===== config.mk =====
export PLATFORM = sky130hd
export DESIGN_NAME = fsm_trace_flat
export DESIGN_NICKNAME = d
export VERILOG_FILES = /design/src/rtl/fsm_pkg.sv /design/src/rtl/fsm_trace_if.sv /design/src/rtl/fsm_trace_fifo.sv /design/src/rtl/fsm_trace.sv /design/src/flat_wrapper.sv
export SDC_FILE = /design/constraint.sdc
export NUM_CORES = 1
export LEC_CHECK = 0
export CELL_PAD_IN_SITES_DETAIL_PLACEMENT = 2
export CELL_PAD_IN_SITES_GLOBAL_PLACEMENT = 2
export CORE_UTILIZATION = 51
export CTS_CLUSTER_SIZE = 30
export DETAILED_ROUTE_END_ITERATION = 16
export DONT_BUFFER_PORTS = 1
export PLACE_DENSITY = 0.84
export SLEW_MARGIN = 20
export SYNTH_ARGS = -nofsm -noshare
export SYNTH_HDL_FRONTEND = slang
export SYNTH_HIERARCHICAL = 1
export SYNTH_SLANG_ARGS = --single-unit

===== constraint.sdc =====
create_clock -name clock -period 8.69 [get_ports clock]
set_input_delay 1.738 -clock clock [delete_from_list [all_inputs] [get_ports clock]]
set_output_delay 1.738 -clock clock [all_outputs]
set_load 0.03 [all_outputs]

===== src/rtl/fsm_pkg.sv =====
// Shared types for the fsm state-trace observer: state encoding, trace record
// layout and the tracker's arm state.
package fsm_pkg;
  localparam int STATE_W    = 3;
  localparam int NUM_STATES = 5;
  localparam int DWELL_W    = 8;

  typedef logic [STATE_W-1:0] state_t;

  typedef struct packed {
    state_t             state;
    logic [DWELL_W-1:0] dwell;
  } trace_rec_t;

  typedef enum logic {
    TRK_IDLE  = 1'b0,
    TRK_ARMED = 1'b1
  } trk_state_t;

  function automatic logic is_illegal(input state_t s);
    return s >= state_t'(NUM_STATES);
  endfunction
endpackage


===== src/rtl/fsm_trace_if.sv =====
// Record output port of the trace observer.
// Handshake: a record transfers on a posedge where out_valid && out_ready;
// out_state/out_dwell hold steady while out_valid && !out_ready.
interface fsm_trace_if;
  import fsm_pkg::*;

  logic               out_valid;
  logic               out_ready;
  state_t             out_state;
  logic [DWELL_W-1:0] out_dwell;

  modport master (output out_valid, out_state, out_dwell, input out_ready);
  modport slave  (input out_valid, out_state, out_dwell, output out_ready);
endinterface


===== src/rtl/fsm_trace_fifo.sv =====
// Synchronous FIFO with extra-MSB pointers; a push into a full FIFO with no
// simultaneous pop is dropped and flagged for one cycle on drop.
module fsm_trace_fifo #(
  parameter int DEPTH = 8,
  parameter int W     = 11
) (
  input  logic         clock,
  input  logic         reset,
  input  logic         push,
  input  logic [W-1:0] din,
  input  logic         pop,
  output logic [W-1:0] dout,
  output logic         full,
  output logic         empty,
  output logic         drop
);
  localparam int AW = $clog2(DEPTH);

  logic [W-1:0] mem [DEPTH];
  logic [AW:0]  wr_ptr;
  logic [AW:0]  rd_ptr;
  logic         pop_ok;
  logic         push_ok;

  assign empty   = (wr_ptr == rd_ptr);
  assign full    = (wr_ptr[AW] != rd_ptr[AW]) && (wr_ptr[AW-1:0] == rd_ptr[AW-1:0]);
  assign pop_ok  = pop && !empty;
  // A pop in the same cycle frees the slot, so a full FIFO still accepts.
  assign push_ok = push && (!full || pop_ok);
  assign drop    = push && !push_ok;
  assign dout    = mem[rd_ptr[AW-1:0]];

  always_ff @(posedge clock or posedge reset) begin
    if (reset) begin
      wr_ptr <= '0;
      rd_ptr <= '0;
    end else begin
      if (push_ok) wr_ptr <= wr_ptr + 1'b1;
      if (pop_ok)  rd_ptr <= rd_ptr + 1'b1;
    end
  end

  always_ff @(posedge clock) begin
    if (push_ok) mem[wr_ptr[AW-1:0]] <= din;
  end
endmodule


===== src/rtl/fsm_trace.sv =====
// Observer for the 5-state fsm: measures dwell per state, queues a record on
// every state change, and keeps sticky illegal/overflow flags plus a transition count.
module fsm_trace
  import fsm_pkg::*;
#(
  parameter int DEPTH = 8
) (
  input  logic               clock,
  input  logic               reset,
  input  logic               en,
  input  state_t             y,
  fsm_trace_if.master        trace,
  output logic [15:0]        trans_count,
  output logic               illegal,
  output state_t             illegal_state,
  output logic               overflow,
  output trk_state_t         dbg_state
);
  trk_state_t         trk_q, trk_d;
  state_t             prev_y;
  logic [DWELL_W-1:0] dwell;
  logic               change;
  logic               drop;
  logic               full;
  logic               empty;
  trace_rec_t         rec_in, rec_out;

  always_ff @(posedge clock or posedge reset) begin
    if (reset) trk_q <= TRK_IDLE;
    else       trk_q <= trk_d;
  end

  always_comb begin
    trk_d = trk_q;
    if (en && trk_q == TRK_IDLE) trk_d = TRK_ARMED;
  end

  assign dbg_state    = trk_q;
  assign change       = en && (trk_q == TRK_ARMED) && (y != prev_y);
  assign rec_in.state = prev_y;
  assign rec_in.dwell = dwell;

  always_ff @(posedge clock or posedge reset) begin
    if (reset) begin
      prev_y        <= '0;
      dwell         <= '0;
      trans_count   <= '0;
      illegal       <= 1'b0;
      illegal_state <= '0;
      overflow      <= 1'b0;
    end else begin
      if (en) begin
        if (trk_q == TRK_IDLE || change) begin
          prev_y <= y;
          dwell  <= DWELL_W'(1);
        end else if (dwell != '1) begin
          dwell <= dwell + 1'b1;
        end
        if (change) trans_count <= trans_count + 16'd1;
        // Only the first illegal value is kept; later ones are just traced.
        if (is_illegal(y) && !illegal) begin
          illegal       <= 1'b1;
          illegal_state <= y;
        end
      end
      if (drop) overflow <= 1'b1;
    end
  end

  fsm_trace_fifo #(
    .DEPTH (DEPTH),
    .W     ($bits(trace_rec_t))
  ) u_fifo (
    .clock (clock),
    .reset (reset),
    .push  (change),
    .din   (rec_in),
    .pop   (trace.out_ready),
    .dout  (rec_out),
    .full  (full),
    .empty (empty),
    .drop  (drop)
  );

  assign trace.out_valid = !empty;
  assign trace.out_state = rec_out.state;
  assign trace.out_dwell = rec_out.dwell;

  // Full is implied by drop; kept visible for debug probing.
  logic unused_full;
  assign unused_full = full;
endmodule


===== src/flat_wrapper.sv =====
// flat-port wrapper written by rule: the top's interface ports become plain ports
module fsm_trace_flat import fsm_pkg::*;
#(
  parameter int DEPTH = 8
)
  (clock, reset, en, y, trans_count, illegal, illegal_state, overflow, dbg_state, trace_out_valid, trace_out_state, trace_out_dwell, trace_out_ready);
  fsm_trace_if trace_i ();
  input  logic clock;
  input  logic reset;
  input  logic en;
  input  state_t y;
  output logic [15:0] trans_count;
  output logic illegal;
  output state_t illegal_state;
  output logic overflow;
  output trk_state_t dbg_state;
  output wire logic [$bits(trace_i.out_valid)-1:0] trace_out_valid;
  output wire logic [$bits(trace_i.out_state)-1:0] trace_out_state;
  output wire logic [$bits(trace_i.out_dwell)-1:0] trace_out_dwell;
  input wire logic [$bits(trace_i.out_ready)-1:0] trace_out_ready;
  assign trace_out_valid = trace_i.out_valid;
  assign trace_out_state = trace_i.out_state;
  assign trace_out_dwell = trace_i.out_dwell;
  assign trace_i.out_ready = trace_out_ready;
  fsm_trace #(.DEPTH(DEPTH)) u_core (.clock(clock), .reset(reset), .en(en), .y(y), .trace(trace_i), .trans_count(trans_count), .illegal(illegal), .illegal_state(illegal_state), .overflow(overflow), .dbg_state(dbg_state));
endmodule

==> impl_metrics.py, run 1 <==
metrics = {
    "drt": {
        "drc_errors": 0,
        "via_count": 3213,
        "wl_mm": 16.6,
        "drt_iter0_markers": 228,
        "via_per_inst": 6.58,
        "drtAntennaViolNets": 0,
        "dr.pass1.iters": 5,
        "routedWlPerCell_um": 34.0,
    },
    "final_layout": {
        "fin_nets": 350,
        "layout_commonest_cell": "edfxtp_1",
        "final_area_um2": 6340,
        "antennaDiodeCount": 0,
        "drive_gt1_share_pct": 21.9,
        "syn2layout_area_growth_pct": 14.8,
        "final_cell_mix": "edfxtp_1, dfrtp_1, mux4_1",
    },
    "synthesis": {
        "syn-instance-count": 324,
        "synthesis.area_um2": 5520,
        "syn-num-nets": 335,
        "yosys_warnings": 6,
        "syn_avg_cell_area_um2": 17.0,
    },
    "grt": {
        "top_usage_layer": "met2",
        "grt_max_degree": 34,
        "grt_pass1_vias": 3508,
        "grtUsageTotal_pct": 32.0,
        "use_met3_pct": 7.30,
        "grt_overflow": 0,
        "met2_usage_pct": 53.6,
        "antenna_found_initial": 0,
        "gr-usage-met1_pct": 40.0,
        "grt_pass1_wl_mm": 24.3,
    },
    "sta": {
        "tightest_slew_ns": 1.10,
        "finalHoldViolCount": 0,
        "skew_ns": 0.00962,
        "fin_ws_ns": 4.38,
        "finalSetupViolations": 0,
        "fin_tns_setup_ns": 0,
        "hold_slack_ns": 0.706,
        "fin_crit_sh_pct": 49.6,
        "slew-limit-headroom_pct": 26.9,
        "clock.fmax_mhz": 232,
        "period_needed_ns": 4.31,
        "rsz0062_at_grt": "false",
        "drv_slew": 0,
    },
    "placed_design": {
        "numPortBuffers": 0,
        "gp_congestion": 0.735,
        "dpl_cell_area_um2": 5720,
        "pre_cts_ws_ns": 4.92,
        "dpl.hpwl_mm": 9.35,
    },
    "floorplanning": {
        "die_area_um2": 11200,
        "start_util_pct": 53.0,
        "dieWidth_um": 106,
        "ioPinCount": 41,
        "core_um2": 10400,
        "die_h_um": 106,
        "rows": 37,
    },
    "pwr": {
        "power.density_nw_per_um2": 361,
        "ir_drop_v": 0.000208,
        "power_mw": 2.29,
        "leakagePower_nw": 2.26,
    },
    "clocking": {
        "clk_latency_ns": 0.53,
        "htreeDepth": 4,
        "ctsResizeCount": 0,
        "clk_pin_slew_worst_paths_ns": 0.06,
        "cts_hold_buf": 0,
        "clock_sinks": 129,
        "cts_made_buffers": 17,
        "clock_path_buffers": 2,
        "post_cts_buffers": 0,
        "cts_tree": "done",
        "root_buffer": "clkbuf_8",
    },
    "setup_path": {
        "path_cells": "xnor2_1 -> nand3_2 -> nor2_1 -> inv_1",
        "slowest_delay_ns": 1.06,
        "cp.arrival_ns": 2.57,
        "worst-path-buf-inv": 1,
        "crit_path_top_delay_cell": "dfrtp_1",
        "worstPathRequired_ns": 6.95,
        "worstPathMaxFanout": 26,
        "crit_family": "flip-flops",
        "worstSetupStartpointType": "register",
        "criticalPathCategory": "register to output pin",
        "rrSetupSlack_ns": 5.56,
        "critPathCaptureType": "output pin",
    },
    "flow_run": {
        "drv_cap": 0,
    },
    "hold_path": {
        "hold_path_class": "register to register",
    },
    "status": {
        "outcome": "completed",
    },
}
report_power, final:
part	internal (mW)	switching, mW
Clock	0.458	0.290
Combinational	0.228	0.351
Sequential	0.768	0.193
final cells by class:
type / count / area (um2)
clock buffers: 23 / 532
inverters: 7 / 26.3
multi-input cells: 176 / 1790
fillers: 853 / 4080
clock inverters: 9 / 88.8
well taps: 136 / 170
repair buffers: 8 / 60.1
flip-flops and latches: 129 / 3670
metal layers:
layer  share of wire (%)  wire (um)  vias up
met5                   0          0        -
met3                 4.4        733       45
met2                  52       8610      132
li1                    -          -     1325
met4                 3.2        525        0
met1                  41       6730     1711
per-stage QoR:
step           instances  util (%)
3_5_place_dp         456      54.9
5_1_grt              488      60.9
4_1_cts              488      60.9
6_report             488      60.9
2_1_floorplan        324         -
3_3_place_gp         456      54.9
flip-flops by register name, summed over array words and instances, names as in the netlist:
register              cells
u_core/dbg_state          1
u_core/dwell              8
u_core/illegal            1
u_core/illegal_state      3
u_core/overflow           1
u_core/prev_y             3
u_core/trans_count       16
u_core/u_fifo/mem        88
u_core/u_fifo/rd_ptr      4
u_core/u_fifo/wr_ptr      4
path summary, 6_finish.rpt:
| path | cells past startpoint | start | end |
|---|---|---|---|
| max | 4 | u_core/u_fifo/rd_ptr[1]$_DFFE_PP0P_ | trace_out_valid |
| max in group asynchronous | 2 | reset | u_core/illegal$_DFFE_PP0P_ |
| min in group asynchronous | 1 | reset | u_core/u_fifo/rd_ptr[3]$_DFFE_PP0P_ |
| min reg2reg | 1 | u_core/u_fifo/wr_ptr[3]$_DFFE_PP0P_ | u_core/u_fifo/wr_ptr[3]$_DFFE_PP0P_ |
| max reg2reg | 4 | u_core/u_fifo/rd_ptr[1]$_DFFE_PP0P_ | u_core/u_fifo/mem[1][3]$_DFFE_PP_ |
| min | 1 | u_core/u_fifo/wr_ptr[3]$_DFFE_PP0P_ | u_core/u_fifo/wr_ptr[3]$_DFFE_PP0P_ |
No activity file was read; power rests on OpenSTA's default activity.
==> run 2, diff against run 1 <==
--- a/config.mk
+++ b/config.mk
@@ -7,11 +7,11 @@
 export LEC_CHECK = 0
 export CELL_PAD_IN_SITES_DETAIL_PLACEMENT = 2
 export CELL_PAD_IN_SITES_GLOBAL_PLACEMENT = 2
-export CORE_UTILIZATION = 51
+export CORE_UTILIZATION = 43
 export CTS_CLUSTER_SIZE = 30
 export DETAILED_ROUTE_END_ITERATION = 16
 export DONT_BUFFER_PORTS = 1
-export PLACE_DENSITY = 0.84
+export PLACE_DENSITY = 0.76
 export SLEW_MARGIN = 20
 export SYNTH_ARGS = -nofsm -noshare
 export SYNTH_HDL_FRONTEND = slang
==> constraint.sdc (replaced) <==
create_clock -name clock -period 3.6 [get_ports clock]
set_input_delay 0.72 -clock clock [delete_from_list [all_inputs] [get_ports clock]]
set_output_delay 0.72 -clock clock [all_outputs]
set_load 0.03 [all_outputs]
==> impl_metrics.py, run 2 (synthesis results as in run 1) <==
metrics = {
    "final_layout": {
        "antennaDiodeCount": 0,
        "drive_gt1_share_pct": 22.8,
        "fin_nets": 354,
        "largest_register_ffs": 88,
        "fillers": 1154,
        "syn2layout_area_growth_pct": 16.0,
        "final_cell_mix": "edfxtp_1, dfrtp_1, mux4_1",
        "layout_commonest_cell": "edfxtp_1",
    },
    "drt": {
        "dr.pass1.iters": 4,
        "via_count": 2975,
        "drc_errors": 0,
        "wl_mm": 13.2,
        "routedWlPerCell_um": 25.0,
        "drtAntennaViolNets": 0,
        "via_per_inst": 5.63,
        "drt_iter0_markers": 134,
    },
    "floorplanning": {
        "rows": 41,
        "die_area_um2": 13300,
        "core_um2": 12600,
        "die_h_um": 115,
        "ioPinCount": 41,
        "start_util_pct": 43.9,
        "dieWidth_um": 115,
    },
    "sta": {
        "finalSetupViolations": 0,
        "clock.fmax_mhz": 321,
        "period_needed_ns": 3.12,
        "hold_slack_ns": 0.145,
        "tightest_slew_ns": 1.06,
        "rsz0062_at_grt": "false",
        "fin_crit_sh_pct": 86.6,
        "drv_slew": 0,
        "fin_tns_setup_ns": 0,
        "skew_ns": 0.0123,
        "slew-limit-headroom_pct": 29.5,
        "finalHoldViolCount": 0,
    },
    "clocking": {
        "htreeDepth": 4,
        "post_cts_buffers": 0,
        "ctsResizeCount": 0,
        "clock_path_buffers": 2,
        "cts_made_buffers": 17,
        "clk_pin_slew_worst_paths_ns": 0.06,
        "clock_sinks": 129,
        "root_buffer": "clkbuf_16",
        "clk_latency_ns": 0.43,
        "cts_hold_buf": 0,
        "cts_tree": "done",
    },
    "grt": {
        "grt_pass1_wl_mm": 20.5,
        "grt_overflow": 0,
        "grtUsageTotal_pct": 22.3,
        "antenna_found_initial": 0,
        "grt_pass1_vias": 3370,
        "grt_max_degree": 34,
    },
    "setup_path": {
        "critPathCaptureType": "output pin",
        "regToRegStartpoint": "u_core/u_fifo/rd_ptr[1]$_DFFE_PP0P_",
        "cp.arrival_ns": 2.40,
        "worstPathMaxFanout": 26,
        "reg2reg_to": "u_core/u_fifo/mem[4][5]$_DFFE_PP_",
        "worstSetupStartpointType": "register",
        "r2r.worst_path.cells": 5,
        "criticalPathCategory": "register to output pin",
        "rrSetupSlack_ns": 0.82,
        "worstPathRequired_ns": 2.88,
    },
    "placed_design": {
        "dpl.hpwl_mm": 8.25,
        "gp_congestion": 0.700,
        "numPortBuffers": 0,
    },
    "status": {
        "outcome": "completed",
    },
    "pwr": {
        "ir_drop_v": 0.000424,
        "power.density_nw_per_um2": 847,
        "leakagePower_nw": 2.27,
    },
    "hold_path": {
        "hold_path_class": "input port to asynchronous set/reset pin",
    },
    "flow_run": {
        "drv_cap": 0,
    },
}
[run 2: per-layer routing]
metal / up-vias / track usage (%) / part of all wire (%)
li1: 1323 / - / -
met1: 1577 / 26.9 / 43
met2: 56 / 38.0 / 52
met3: 19 / 5.38 / 3.4
met4: 0 / 9.44 / 2.1
met5: - / 0 / 0
[run 2: per-stage QoR]
step	setup slack [ns]	std cells	total power [mW]	utilization [%]	cell area [um2]
after detailed placement	0.791	496	3.62	45.9	5770
after global placement	0.991	496	3.52	45.9	5770
after CTS	0.344	528	5.51	51.0	6410
after global routing	0.273	528	5.66	51.0	6410
final	0.482	528	5.43	51.0	6410
after floorplan	0.145	324	3.30	-	5520
[run 2: area by class of cell]
type,instances,area [um2],area share [%]
inverters,7,26.3,0.410
flip-flops and latches,129,3670,57.3
well taps,172,215,3.36
multi-input cells,176,1770,27.6
repair buffers,12,90.1,1.41
clock buffers,20,457,7.13
clock inverters,12,183,2.85
[run 2: worst max-delay path by stage]
stage | from | to | slack, ns | cells after the start
floorplan | y[0] | u_core/u_fifo/mem[3][0]$_DFFE_PP_ | 0.14 | 4
global placement | u_core/u_fifo/rd_ptr[1]$_DFFE_PP0P_ | trace_out_valid | 0.99 | 4
detailed placement | u_core/u_fifo/rd_ptr[1]$_DFFE_PP0P_ | u_core/u_fifo/mem[4][6]$_DFFE_PP_ | 0.79 | 5
CTS | u_core/u_fifo/rd_ptr[1]$_DFFE_PP0P_ | trace_out_valid | 0.34 | 4
global route | u_core/u_fifo/rd_ptr[1]$_DFFE_PP0P_ | trace_out_valid | 0.27 | 4
finish | u_core/u_fifo/rd_ptr[1]$_DFFE_PP0P_ | trace_out_valid | 0.48 | 4
[run 2: critical path, stage by stage (launching register included)]
cell and delay [ns]:
dfrtp_1 1.03, xnor2_1 0.24, nand3_2 0.34, nor2_1 0.19, inv_1 0.16
[run 2: where the power goes]
part	switching [mW]	total, mW	internal [mW]
sequential	0.378	2.23	1.85
combinational	0.801	1.35	0.551
clock	0.645	1.84	1.20
